## src/rtl/instruction_fetch_unit_if.sv

```systemverilog
// instruction_fetch_unit_if: instruction memory handshake plus decoder-side presentation bus.
interface instruction_fetch_unit_if #(parameter int ADDR_W = 32);
    logic              imem_req;
    logic [ADDR_W-1:0] imem_addr;
    logic              imem_ack;
    logic [31:0]       imem_rdata;
    logic              stall;
    logic              branch_taken;
    logic [23:0]       br_address;
    logic [31:0]       instruction_set;
    logic              enable;
    logic [ADDR_W-1:0] pc_out;
    logic [ADDR_W-1:0] link_addr;
    modport master (
        output imem_req, imem_addr, instruction_set, enable, pc_out, link_addr,
        input  imem_ack, imem_rdata, stall, branch_taken, br_address
    );
    modport slave (
        input  imem_req, imem_addr, instruction_set, enable, pc_out, link_addr,
        output imem_ack, imem_rdata, stall, branch_taken, br_address
    );
endinterface

```

## src/rtl/instruction_fetch_unit.sv

```systemverilog
// instruction_fetch_unit: owns the PC, fetches over req/ack and presents one instruction at a time.
module instruction_fetch_unit #(
    parameter int              ADDR_W   = 32,
    parameter logic [ADDR_W-1:0] RESET_PC = '0
) (
    input logic                     clk,
    input logic                     reset_n,
    instruction_fetch_unit_if.master bus
);
    typedef enum logic [1:0] {S_IDLE, S_REQ, S_HOLD} state_t;
    state_t            state;
    logic [ADDR_W-1:0] pc, addr, pc_out_q, sk_pc, target;
    logic [31:0]       ins_q, sk_ins;
    logic              en_q, discard, consume, br, accept;
    assign consume = en_q && !bus.stall;
    assign br      = consume && bus.branch_taken;
    assign accept  = !en_q || consume;
    assign target  = pc_out_q + ADDR_W'(32'd8) + {{(ADDR_W-26){bus.br_address[23]}}, bus.br_address, 2'b00};
    assign bus.imem_req        = state == S_REQ;
    assign bus.imem_addr       = addr;
    assign bus.instruction_set = ins_q;
    assign bus.enable          = en_q;
    assign bus.pc_out          = pc_out_q;
    assign bus.link_addr       = pc_out_q + ADDR_W'(32'd4);
    // An ack landing while the presented word is stalled parks in the sk_* slot; S_HOLD means that slot is full.
    always_ff @(posedge clk or negedge reset_n) begin
        if (!reset_n) begin
            state    <= S_IDLE;
            pc       <= RESET_PC;
            addr     <= RESET_PC;
            discard  <= 1'b0;
            en_q     <= 1'b0;
            ins_q    <= '0;
            pc_out_q <= '0;
            sk_ins   <= '0;
            sk_pc    <= '0;
        end else begin
            case (state)
                S_IDLE: state <= S_REQ;
                S_REQ: begin
                    if (br) begin
                        pc      <= target;
                        en_q    <= 1'b0;
                        discard <= !bus.imem_ack;
                        if (bus.imem_ack) addr <= target;
                    end else if (bus.imem_ack && discard) begin
                        discard <= 1'b0;
                        addr    <= pc;
                    end else if (bus.imem_ack) begin
                        pc   <= pc + ADDR_W'(32'd4);
                        addr <= pc + ADDR_W'(32'd4);
                        if (accept) begin
                            ins_q    <= bus.imem_rdata;
                            pc_out_q <= addr;
                            en_q     <= 1'b1;
                        end else begin
                            sk_ins <= bus.imem_rdata;
                            sk_pc  <= addr;
                            state  <= S_HOLD;
                        end
                    end else if (consume) begin
                        en_q <= 1'b0;
                    end
                end
                S_HOLD: begin
                    if (br) begin
                        pc    <= target;
                        addr  <= target;
                        en_q  <= 1'b0;
                        state <= S_REQ;
                    end else if (consume) begin
                        ins_q    <= sk_ins;
                        pc_out_q <= sk_pc;
                        state    <= S_REQ;
                    end
                end
                default: state <= S_IDLE;
            endcase
        end
    end
endmodule
```

## src/flat_wrapper.sv

```systemverilog
// flat-port wrapper written by rule: the top's interface ports become plain ports
module instruction_fetch_unit_flat 
#(
    parameter int              ADDR_W   = 32,
    parameter logic [ADDR_W-1:0] RESET_PC = '0
)
  (clk, reset_n, bus_imem_req, bus_imem_addr, bus_instruction_set, bus_enable, bus_pc_out, bus_link_addr, bus_imem_ack, bus_imem_rdata, bus_stall, bus_branch_taken, bus_br_address);
  instruction_fetch_unit_if #(.ADDR_W(ADDR_W)) bus_i ();
  input logic clk;
  input logic reset_n;
  output wire logic [$bits(bus_i.imem_req)-1:0] bus_imem_req;
  output wire logic [$bits(bus_i.imem_addr)-1:0] bus_imem_addr;
  output wire logic [$bits(bus_i.instruction_set)-1:0] bus_instruction_set;
  output wire logic [$bits(bus_i.enable)-1:0] bus_enable;
  output wire logic [$bits(bus_i.pc_out)-1:0] bus_pc_out;
  output wire logic [$bits(bus_i.link_addr)-1:0] bus_link_addr;
  input wire logic [$bits(bus_i.imem_ack)-1:0] bus_imem_ack;
  input wire logic [$bits(bus_i.imem_rdata)-1:0] bus_imem_rdata;
  input wire logic [$bits(bus_i.stall)-1:0] bus_stall;
  input wire logic [$bits(bus_i.branch_taken)-1:0] bus_branch_taken;
  input wire logic [$bits(bus_i.br_address)-1:0] bus_br_address;
  assign bus_imem_req = bus_i.imem_req;
  assign bus_imem_addr = bus_i.imem_addr;
  assign bus_instruction_set = bus_i.instruction_set;
  assign bus_enable = bus_i.enable;
  assign bus_pc_out = bus_i.pc_out;
  assign bus_link_addr = bus_i.link_addr;
  assign bus_i.imem_ack = bus_imem_ack;
  assign bus_i.imem_rdata = bus_imem_rdata;
  assign bus_i.stall = bus_stall;
  assign bus_i.branch_taken = bus_branch_taken;
  assign bus_i.br_address = bus_br_address;
  instruction_fetch_unit #(.ADDR_W(ADDR_W), .RESET_PC(RESET_PC)) u_core (.clk(clk), .reset_n(reset_n), .bus(bus_i));
endmodule
```

## config.mk

```make
export PLATFORM = sky130hd
export DESIGN_NAME = instruction_fetch_unit_flat
export DESIGN_NICKNAME = d
export VERILOG_FILES = /design/src/rtl/instruction_fetch_unit_if.sv /design/src/rtl/instruction_fetch_unit.sv /design/src/flat_wrapper.sv
export SDC_FILE = /design/constraint.sdc
export NUM_CORES = 1
export LEC_CHECK = 0
export ABC_AREA = 0
export CORE_ASPECT_RATIO = 1.5
export CORE_MARGIN = 3
export CORE_UTILIZATION = 40
export DETAILED_ROUTE_END_ITERATION = 6
export MAX_ROUTING_LAYER = met4
export PLACE_DENSITY = 0.72
export RECOVER_POWER = 100
export SYNTH_ARGS = -nofsm -noshare
export SYNTH_HDL_FRONTEND = slang
export SYNTH_SLANG_ARGS = --single-unit
```

## constraint.sdc

```tcl
create_clock -name clk -period 4.7 [get_ports clk]
set_input_delay 0.47 -clock clk [delete_from_list [all_inputs] [get_ports clk]]
set_output_delay 0.47 -clock clk [all_outputs]
set_load 0.01 [all_outputs]
```

### Word-level counts from Yosys, hierarchy flattened

Index checks and enable logic that the tools add are counted.

| storage, ports and cells | value |
|---|---|
| register bits after elaboration | 196 |
| latch bits | 0 |
| memory bits (writable) | 0 |
| bits in read-only memories | 0 |
| input bits | 61 |
| output and inout bits | 130 |
| word-level logic and storage cells | 89 |
| memories | 0 |

| operators by class | value |
|---|---|
| add/sub/neg operators | 4 |
| multiply operators | 0 |
| divide/modulo/power cells | 0 |
| $lt $le $gt $ge | 0 |
| equality and inequality tests | 17 |
| shift operators | 0 |
| muxes and demuxes | 39 |
| bitwise gates (word level) | 3 |
| reduce and logical (&&, ||, !) cells | 17 |

Operators with widths:

| cell | count |
|---|---|
| 2-to-1 mux 32 bit | 19 |
| one-hot mux 32 bit (2 select lines) | 4 |
| adder 32 x 3 -> 32 bit, second input constant | 2 |
| adder 32 bit | 1 |
| adder 32 x 4 -> 32 bit, second input constant | 1 |
| AND reduction 5 bit | 3 |
| 2-to-1 mux 2 bit | 6 |
| inequality test 3 x 1 -> 1 bit, second input constant | 3 |
| 2-to-1 mux 1 bit | 8 |
| inequality test 2 x 1 -> 1 bit, second input constant | 4 |
| inequality test 2 bit, second input constant | 4 |
| AND reduction 4 bit | 2 |
| AND reduction 7 bit | 1 |
| one-hot mux 2 bit (3 select lines) | 1 |
| inequality test 4 x 1 -> 1 bit, second input constant | 1 |
| inequality test 4 x 2 -> 1 bit, second input constant | 1 |
| nonzero test 2 bit | 2 |
| logical AND 1 bit | 3 |
| zero test 1 bit | 3 |
| inequality test 3 x 2 -> 1 bit, second input constant | 1 |
| inequality test 3 bit, second input constant | 1 |
| NOT 1 bit | 3 |
| equality test 2 x 1 -> 1 bit, second input constant | 1 |
| equality test 2 bit, second input constant | 1 |
| other kinds (4) | 4 |

### Depth between registers and ports, before layout

Gate-level depths: netlist of run 1.

| logic depth | value |
|---|---|
| word-level depth | 8 |
| gate-level depth with buffers | 13 |
| gate-level depth less buffers | 13 |

### Least setup slack after synthesis of run 1

OpenSTA, ideal clock, no wires.

| timing | value |
|---|---|
| path type | input to register |
| from | input port bus_br_address[1] |
| to | register u_core.pc[31] |
| library setup time | 76 ps |
| arrival | 2862 ps |
| data required time | 4624 ps |
| setup slack | 1761 ps |
| stages | 13 |
| buffers on the path | 0 |
| cell sequence | inv_1 ha_1 inv_1 ha_1 fa_1 a211oi_2 o21bai_1 o211ai_1 and2_4 o21ai_2 nor2_1 mux2_2 o21ai_1 |

| between the ends | value |
|---|---|
| cells in the longest elaborated chain, start to end | 3 |
| elaborated cells on any way between the ends | 4 |
| those cells by class | add/sub: 1; mux: 3 |

Ends and longest elaborated chain:

| item | line | text |
|---|---|---|
| start: declaration | flat_wrapper.sv:21 | `input wire logic [$bits(bus_i.br_address)-1:0] bus_br_address;` |
| adder 32 bit (*) | instruction_fetch_unit.sv:18 | `assign target = pc_out_q + ADDR_W'(32'd8) + {{(ADDR_W-26){bus.br_address[23]}}, bus.br_address, 2'b00};` |
| 2-to-1 mux 32 bit, on equally long branches | instruction_fetch_unit.sv:66, instruction_fetch_unit.sv:41 |  |
| one-hot mux 32 bit (2 select lines) (*) | instruction_fetch_unit.sv:38 | `case (state)` |
| end signal: assignment | instruction_fetch_unit.sv:42 | `pc <= target;` |
| end signal: assignment | instruction_fetch_unit.sv:50 | `pc <= pc + ADDR_W'(32'd4);` |
| end signal: assignment | instruction_fetch_unit.sv:67 | `pc <= target;` |
| end: declaration | instruction_fetch_unit.sv:12 | `logic [ADDR_W-1:0] pc, addr, pc_out_q, sk_pc, target;` |

Mark *: on every way between the ends. The rest lies on a longest branch, timed or not. The select of a mux whose other input is x is not followed.
A chain may end at the register's enable or synchronous reset.

### Worst setup path in the final report of run 1

| timing | value |
|---|---|
| from | register u_core.pc_out_q[5], in the netlist u_core.bus.pc_out[5] |
| to | output port bus_link_addr[27] |

| between the ends | value |
|---|---|
| cells in the longest elaborated chain, start to end | 1 |

Ends and longest elaborated chain:

| item | line | text |
|---|---|---|
| start: declaration | instruction_fetch_unit.sv:12 |  |
| start signal: assignment | instruction_fetch_unit.sv:54 | `pc_out_q <= addr;` |
| start signal: assignment | instruction_fetch_unit.sv:73 | `pc_out_q <= sk_pc;` |
| adder 32 x 3 -> 32 bit | instruction_fetch_unit.sv:24 | `assign bus.link_addr = pc_out_q + ADDR_W'(32'd4);` |
| end: declaration | flat_wrapper.sv:16 | `output wire logic [$bits(bus_i.link_addr)-1:0] bus_link_addr;` |

Every way passes these cells.

==> reports/results.txt, run 1 <==
ys async rst share - 100%
synth unique cells - 77
Clk Latency, worst-skew pair - 0.46 ns
compound-gate portion of the synthesized area - 16.4%
largest family of logic cells by synthesized area - compound AO/OA/AOI/OAI gates
post-synthesis mux area share - 12.3%
drt drc - 0
number of synthesized flops with an enable pin - 0
P_int - 5.70 mW
Max clock buf depth - 2
Routability Congestion - 0.905
placed instance count - 1765
Final Max Tran Viols - 274
Slew HR - -104%
Setup Fix Bufs, Post-CTS - 0
RSZ-0062 raised after global routing - no
initial core utilization - 41.1%
chip width - 147 um
most common cell after layout, fill and taps aside - dfrtp_1
mean post-synth cell area - 9.60 um2
WHS - 0.478 ns
DIE AREA - 0.0320 mm2
setup TNS - 0 ns
via count - 9998
Clock Power Share - 14.1%
setup violation total in the final timing report - 0
num ports - 191
pwr/cell area - 709 mW/mm2
CTS Root Cell - clkbuf_16
Area contributors post-synth - dfrtp_1 (41%), ha_1 (6.5%), mux2_2 (6.4%), mux2i_1 (5.7%), nand2_1 (5.5%)
final wirelength - 33.7 mm
Max rail drop VDD - 0.423 mV
top cell type's share of synthesized area - 41.1%
largest net degree at the start of global routing - 119
clk slew on worst S/H paths - 0.08 ns
Seq/Total Area, Yosys - 41.1%
chip height - 217 um
Slew @ Worst Pin - 3.06 ns
Fin. Hold Viols - 0
top_reg_cell synth - dfrtp_1
Post-Syn Area - 0.0119 mm2
NetSw - 4.69 mW
vias per cell - 5.56
Period Utilization, post-route - 87.8%
CTS tree - built
Pleak - 6.39 nW
dominant cell type by area after synthesis - dfrtp_1
WL per Instance - 18.8 um
placed instance area - 0.0142 mm2
most frequent cells in the layout - dfrtp_1 (196), nand2_1 (174), o21ai_0 (130)
Area Growth Syn to Fin - 22.9%
syn_nets - 1366
Fmax - 242 MHz
Synth Area in Simple Gates - 14.3%
synth warn - 0
Worst Reg-to-Reg Cells - 7
CORE AREA - 0.0290 mm2
data required time of the worst path - 4.23 ns
grt total ovfl - 0
PortBufs - 190
num rows - 76
CTS buffer count - 17
switch share - 45.2%
fin cells - 1799
Cells after Synth - 1242
initial antenna violation count - 1
critical path fanouts, max - 8
Post-DP HPWL - 24.3 mm
Synth Area in Adders - 6.67%
crit path launch type - flop
final instance area - 0.0147 mm2
Filler cells - 2685
Arr. time, crit path - 3.66 ns
combinational power share - 53.7%
first-pass GRT wire length - 53.9 mm
CP Class - reg2out
Max Cap Viol - 4
failing checks - capacitance limit, slew limit
vias in the first global route - 10029
Max H-tree Level - 4
hold-fix buffers at CTS - 0
DRT Pass-1 Iters - 6
outcome - complete, but fails checks
cts repair resizes - 0
NumNets Final - 1518
Total GRT Usage - 21.6%
Yosys reg bits - 196
Final ANT Viol Nets - 0
Reg power frac - 32.2%
CP endpoint kind - primary output
clk_skew - 0.0106 ns
Hold WC Path Type - reg2reg
Hold Path Stages - 2
layout cells sized above 1 - 9.95%
CTS sink count - 196
1st-iter DRT viols - 640
xor and xnor area share after synthesis - 5.95%
crit path time final - 4.13 ns
[sequential cells by signal, indices dropped and copies added, names as in the netlist]
register                    flops
u_core.state                    2
u_core.bus.enable               1
u_core.sk_ins                  32
u_core.pc                      32
u_core.bus.instruction_set     32
u_core.bus.pc_out              32
u_core.discard                  1
u_core.sk_pc                   32
u_core.bus.imem_addr           32
[path summary, 6_finish.rpt]
kind	from	endpoint	slack, ns
max	u_core.bus.pc_out[5]$_DFFE_PN0P_	bus_link_addr[27]	0.57
min	u_core.bus.instruction_set[21]$_DFFE_PN0P_	u_core.bus.instruction_set[21]$_DFFE_PN0P_	0.48
max reg2reg	u_core.state[0]$_DFFE_PN0P_	u_core.bus.imem_addr[20]$_DFFE_PN0P_	0.95
min reg2reg	u_core.bus.instruction_set[21]$_DFFE_PN0P_	u_core.bus.instruction_set[21]$_DFFE_PN0P_	0.48
max in group asynchronous	reset_n	u_core.bus.instruction_set[22]$_DFFE_PN0P_	1.88
min in group asynchronous	reset_n	u_core.sk_pc[24]$_DFFE_PN0P_	0.92
[synth_stat cells, drive strengths merged, types with 3 or more instances]
| cell type | n |
|---|---|
| a211oi | 6 |
| a21o | 12 |
| a21oi | 72 |
| a221oi | 5 |
| a22oi | 10 |
| a31oi | 19 |
| a41oi | 3 |
| and2 | 7 |
| and3 | 12 |
| buf | 30 |
| clkbuf | 38 |
| dfrtp | 196 |
| ha | 62 |
| inv | 23 |
| mux2 | 69 |
| mux2i | 68 |
| nand2 | 174 |
| nand2b | 3 |
| nand3 | 27 |
| nand4 | 22 |
| nor2 | 82 |
| nor2b | 4 |
| nor3 | 14 |
| nor4 | 6 |
| o2111ai | 3 |
| o211ai | 3 |
| o21a | 3 |
| o21ai | 132 |
| o21bai | 4 |
| o221ai | 6 |
| o22a | 8 |
| o22ai | 8 |
| o31ai | 5 |
| or3 | 3 |
| xnor2 | 53 |
| xor2 | 28 |
[worst max-delay path, stage by stage, from the launching register on]
cell and delay [ns]:
dfrtp_1 0.49, nand4_1 0.34, nor4_1 0.75, and2_0 0.35, nand4_2 0.23, or3_1 0.40
nand2_1 0.07, clkdlybuf4s50_1 0.56
[through the flow]
| stage | util, % | total power, mW | setup WS, ns |
|---|---|---|---|
| after global routing | 50.5 | 11.2 | 0.320 |
| after global placement | 48.8 | 9.05 | 0.996 |
| after CTS | 50.9 | 10.7 | 0.765 |
| final | 50.5 | 10.4 | 0.572 |
| after detailed placement | 48.8 | 9.20 | 0.942 |
| after floorplan | - | 6.89 | 1.76 |
[power by group through the flow]
stage	combinational (mW)	clock [mW]	sequential, mW
2_1_floorplan	3.62	0	3.26
3_3_place_gp	5.70	0	3.34
3_5_place_dp	5.81	0	3.38
4_1_cts	5.84	1.51	3.35
5_1_grt	6.15	1.57	3.47
6_report	5.58	1.47	3.34
[layer usage]
metal / GRT usage (%) / vias up / wire, um
li1: - / 4760 / -
met1: 25.6 / 4888 / 14100
met2: 36.5 / 272 / 16900
met3: 3.28 / 78 / 1240
met4: 9.76 / 0 / 1430
met5: - / - / 0
[cell families (layout without fill, tap and decap cells)]
logic type / after synthesis / after routing
AOI/OAI and AO/OA: 315 / 315
other: 0 / 2
xor gates and xnor gates: 81 / 81
and+or+nand+nor: 359 / 359
DFF: 196 / 196
adders and majority gates: 63 / 63
muxes: 137 / 137
buffers and inverters: 91 / 256
[layout make-up]
cell class              count  area (um2)  share of cell area (%)
clock inverters            14         156                    1.07
multi-input cells         955        6580                    44.9
flip-flops and latches    196        4900                    33.5
diodes                      2        5.00                  0.0342
repair buffers            201        1990                    13.6
inverters                  23        86.3                   0.589
well taps                 390         488                    3.33
clock buffers              18         439                    3.00
Note: power is estimated with default switching activity, not from simulation.
==> run 2: changes to the inputs <==
CAP_MARGIN = 20   (was default)
==> run 2 against run 1 <==
Against the previous run: the run still ends with capacitance limit, slew limit left; sequential share of layout area barely moved; sequential power barely moved; fmax rose by 1.9%; largest power group unchanged.
==> reports/results.txt, run 2 (synthesis results as in run 1) <==
drt drc - 0 (unchanged)
Fin. Hold Viols - 0 (unchanged)
Area Growth Syn to Fin - 22.8% (about the same)
flop-to-flop setup slack - 0.73 ns (-0.22 ns)
PortBufs - 190 (unchanged)
Slew HR - -107% (-2.8 points)
vias per cell - 5.54 (-0.36%)
Routability Congestion - 0.905 (unchanged)
Pleak - 6.39 nW (about the same)
Final Max Tran Viols - 244 (-11%)
Max H-tree Level - 4 (unchanged)
Clk Latency, worst-skew pair - 0.46 ns (about the same)
layout cells sized above 1 - 9.87% (-0.078 points)
clk slew on worst S/H paths - 0.07 ns (about the same)
CTS sink count - 196 (unchanged)
CP endpoint kind - primary output
cts repair resizes - 0 (unchanged)
WL per Instance - 18.9 um (+0.95%)
Fmax - 247 MHz (+1.9%)
num ports - 191 (unchanged)
Reg-to-Reg Start - u_core.state[1]$_DFFE_PN0P_
Slew @ Worst Pin - 3.10 ns (+0.0416 ns)
chip width - 147 um (unchanged)
data required time of the worst path - 4.23 ns (about the same)
Hold WC Path Type - reg2reg
first-pass GRT wire length - 54.3 mm (+0.77%)
RSZ-0062 raised after global routing - no
Max Cap Viol - 4 (unchanged)
Setup Fix Bufs, Post-CTS - 0 (unchanged)
Arr. time, crit path - 3.58 ns (-0.08 ns)
critical path fanouts, max - 8 (unchanged)
CTS tree - built
CTS Root Cell - clkbuf_16
crit path time final - 4.05 ns (-0.0760 ns)
hold-fix buffers at CTS - 0 (unchanged)
largest net degree at the start of global routing - 119 (unchanged)
most frequent cells in the layout - dfrtp_1 (196), nand2_1 (174), o21ai_0 (131)
Max rail drop VDD - 0.428 mV (+1.2%)
DIE AREA - 0.0320 mm2 (unchanged)
grt total ovfl - 0 (unchanged)
outcome - complete, but fails checks
setup TNS - 0 ns (unchanged)
pwr/cell area - 709 mW/mm2 (about the same)
Hold Path Stages - 2 (unchanged)
DRT Pass-1 Iters - 6 (unchanged)
Final Util - 50.5% (about the same)
Post-DP HPWL - 24.4 mm (+0.45%)
chip height - 217 um (unchanged)
CTS buffer count - 17 (unchanged)
Worst Reg-to-Reg Cells - 9 (+2)
CP Class - reg2out
failing checks - capacitance limit, slew limit
crit path launch type - flop
Max clock buf depth - 2 (unchanged)
final wirelength - 34.1 mm (+1.0%)
Reg2Reg Capture Point - u_core.bus.pc_out[20]$_DFFE_PN0P_
NumNets Final - 1519 (+0.066%)
initial antenna violation count - 2 (+1)
initial core utilization - 41.1% (unchanged)
Total GRT Usage - 21.8% (+0.19 points)
hold_sp - u_core.bus.instruction_set[21]$_DFFE_PN0P_
most common cell after layout, fill and taps aside - dfrtp_1
Final ANT Viol Nets - 0 (unchanged)
CORE AREA - 0.0290 mm2 (unchanged)
1st-iter DRT viols - 692 (+8.1%)
vias in the first global route - 9928 (-1.0%)
num rows - 76 (unchanged)
clk_skew - 0.00898 ns (-0.00158 ns)
Worst Hold End - u_core.bus.instruction_set[21]$_DFFE_PN0P_
Period Utilization, post-route - 86.2% (-1.6 points)
setup violation total in the final timing report - 0 (unchanged)
via count - 9968 (-0.30%)
run 2: cell count changes in the layout (fill, tap and decap cells not counted), sizes merged:
cell  delta
buf      +1
run 2: cell type report:
cell class	instances	area, um2
Antenna cell	2	5.00
Clock buffer	18	429
Clock inverter	14	135
Fill cell	2693	14400
Inverter	23	86.3
Multi-Input combinational cell	955	6570
Sequential cell	196	4900
Tap cell	390	488
Timing Repair Buffer	202	2020
run 2: worst max-delay path, cell delays in order, from the launching register on:
cell and delay (ns):
dfrtp_1 0.50, nand4_1 0.33, nor4_1 0.80, nand2_1 0.30, nor2_1 0.29, nand2_1 0.10
xnor2_1 0.17, dlygate4sd3_1 0.63
run 2: metal layers:
layer,vias up,GRT usage [%],share of wire [%]
li1,4763,-,-
met1,4913,26.0,42
met2,238,37.6,51
met3,54,2.85,3.6
met4,0,8.52,3.3
met5,-,-,0
run 2: worst max path at each step:
stage / from / endpoint / slack (ns) / cells past startpoint
after floorplan: bus_br_address[1] / u_core.pc[31]$_DFFE_PN0P_ / 1.76 / 13
after global placement: bus_br_address[1] / u_core.bus.imem_addr[25]$_DFFE_PN0P_ / 1.0 / 14
after detailed placement: bus_br_address[1] / u_core.pc[25]$_DFFE_PN0P_ / 0.94 / 14
after CTS: u_core.bus.pc_out[5]$_DFFE_PN0P_ / bus_link_addr[27] / 0.78 / 7
after global routing: u_core.bus.pc_out[5]$_DFFE_PN0P_ / bus_link_addr[30] / 0.33 / 7
final: u_core.bus.pc_out[5]$_DFFE_PN0P_ / bus_link_addr[28] / 0.65 / 7
run 2: per-stage QoR:
| stage | hold slack, ns | cells | total power [mW] | setup slack [ns] | area [um2] |
|---|---|---|---|---|---|
| 4_1_cts | 0.204 | 1798 | 10.7 | 0.778 | 14800 |
| 3_3_place_gp | 0.461 | 1765 | 9.05 | 0.996 | 14200 |
| 6_report | 0.477 | 1800 | 10.4 | 0.648 | 14600 |
| 5_1_grt | 0.506 | 1800 | 11.2 | 0.328 | 14600 |
| 3_5_place_dp | 0.471 | 1766 | 9.21 | 0.940 | 14200 |
| 2_1_floorplan | 0.174 | 1242 | 6.89 | 1.76 | 11900 |
run 2: power breakdown:
part | internal [mW] | switching, mW | leakage [nW]
Sequential | 2.49 | 0.856 | 2.42
Combinational | 2.50 | 3.11 | 3.70
Clock | 0.704 | 0.721 | 0.276
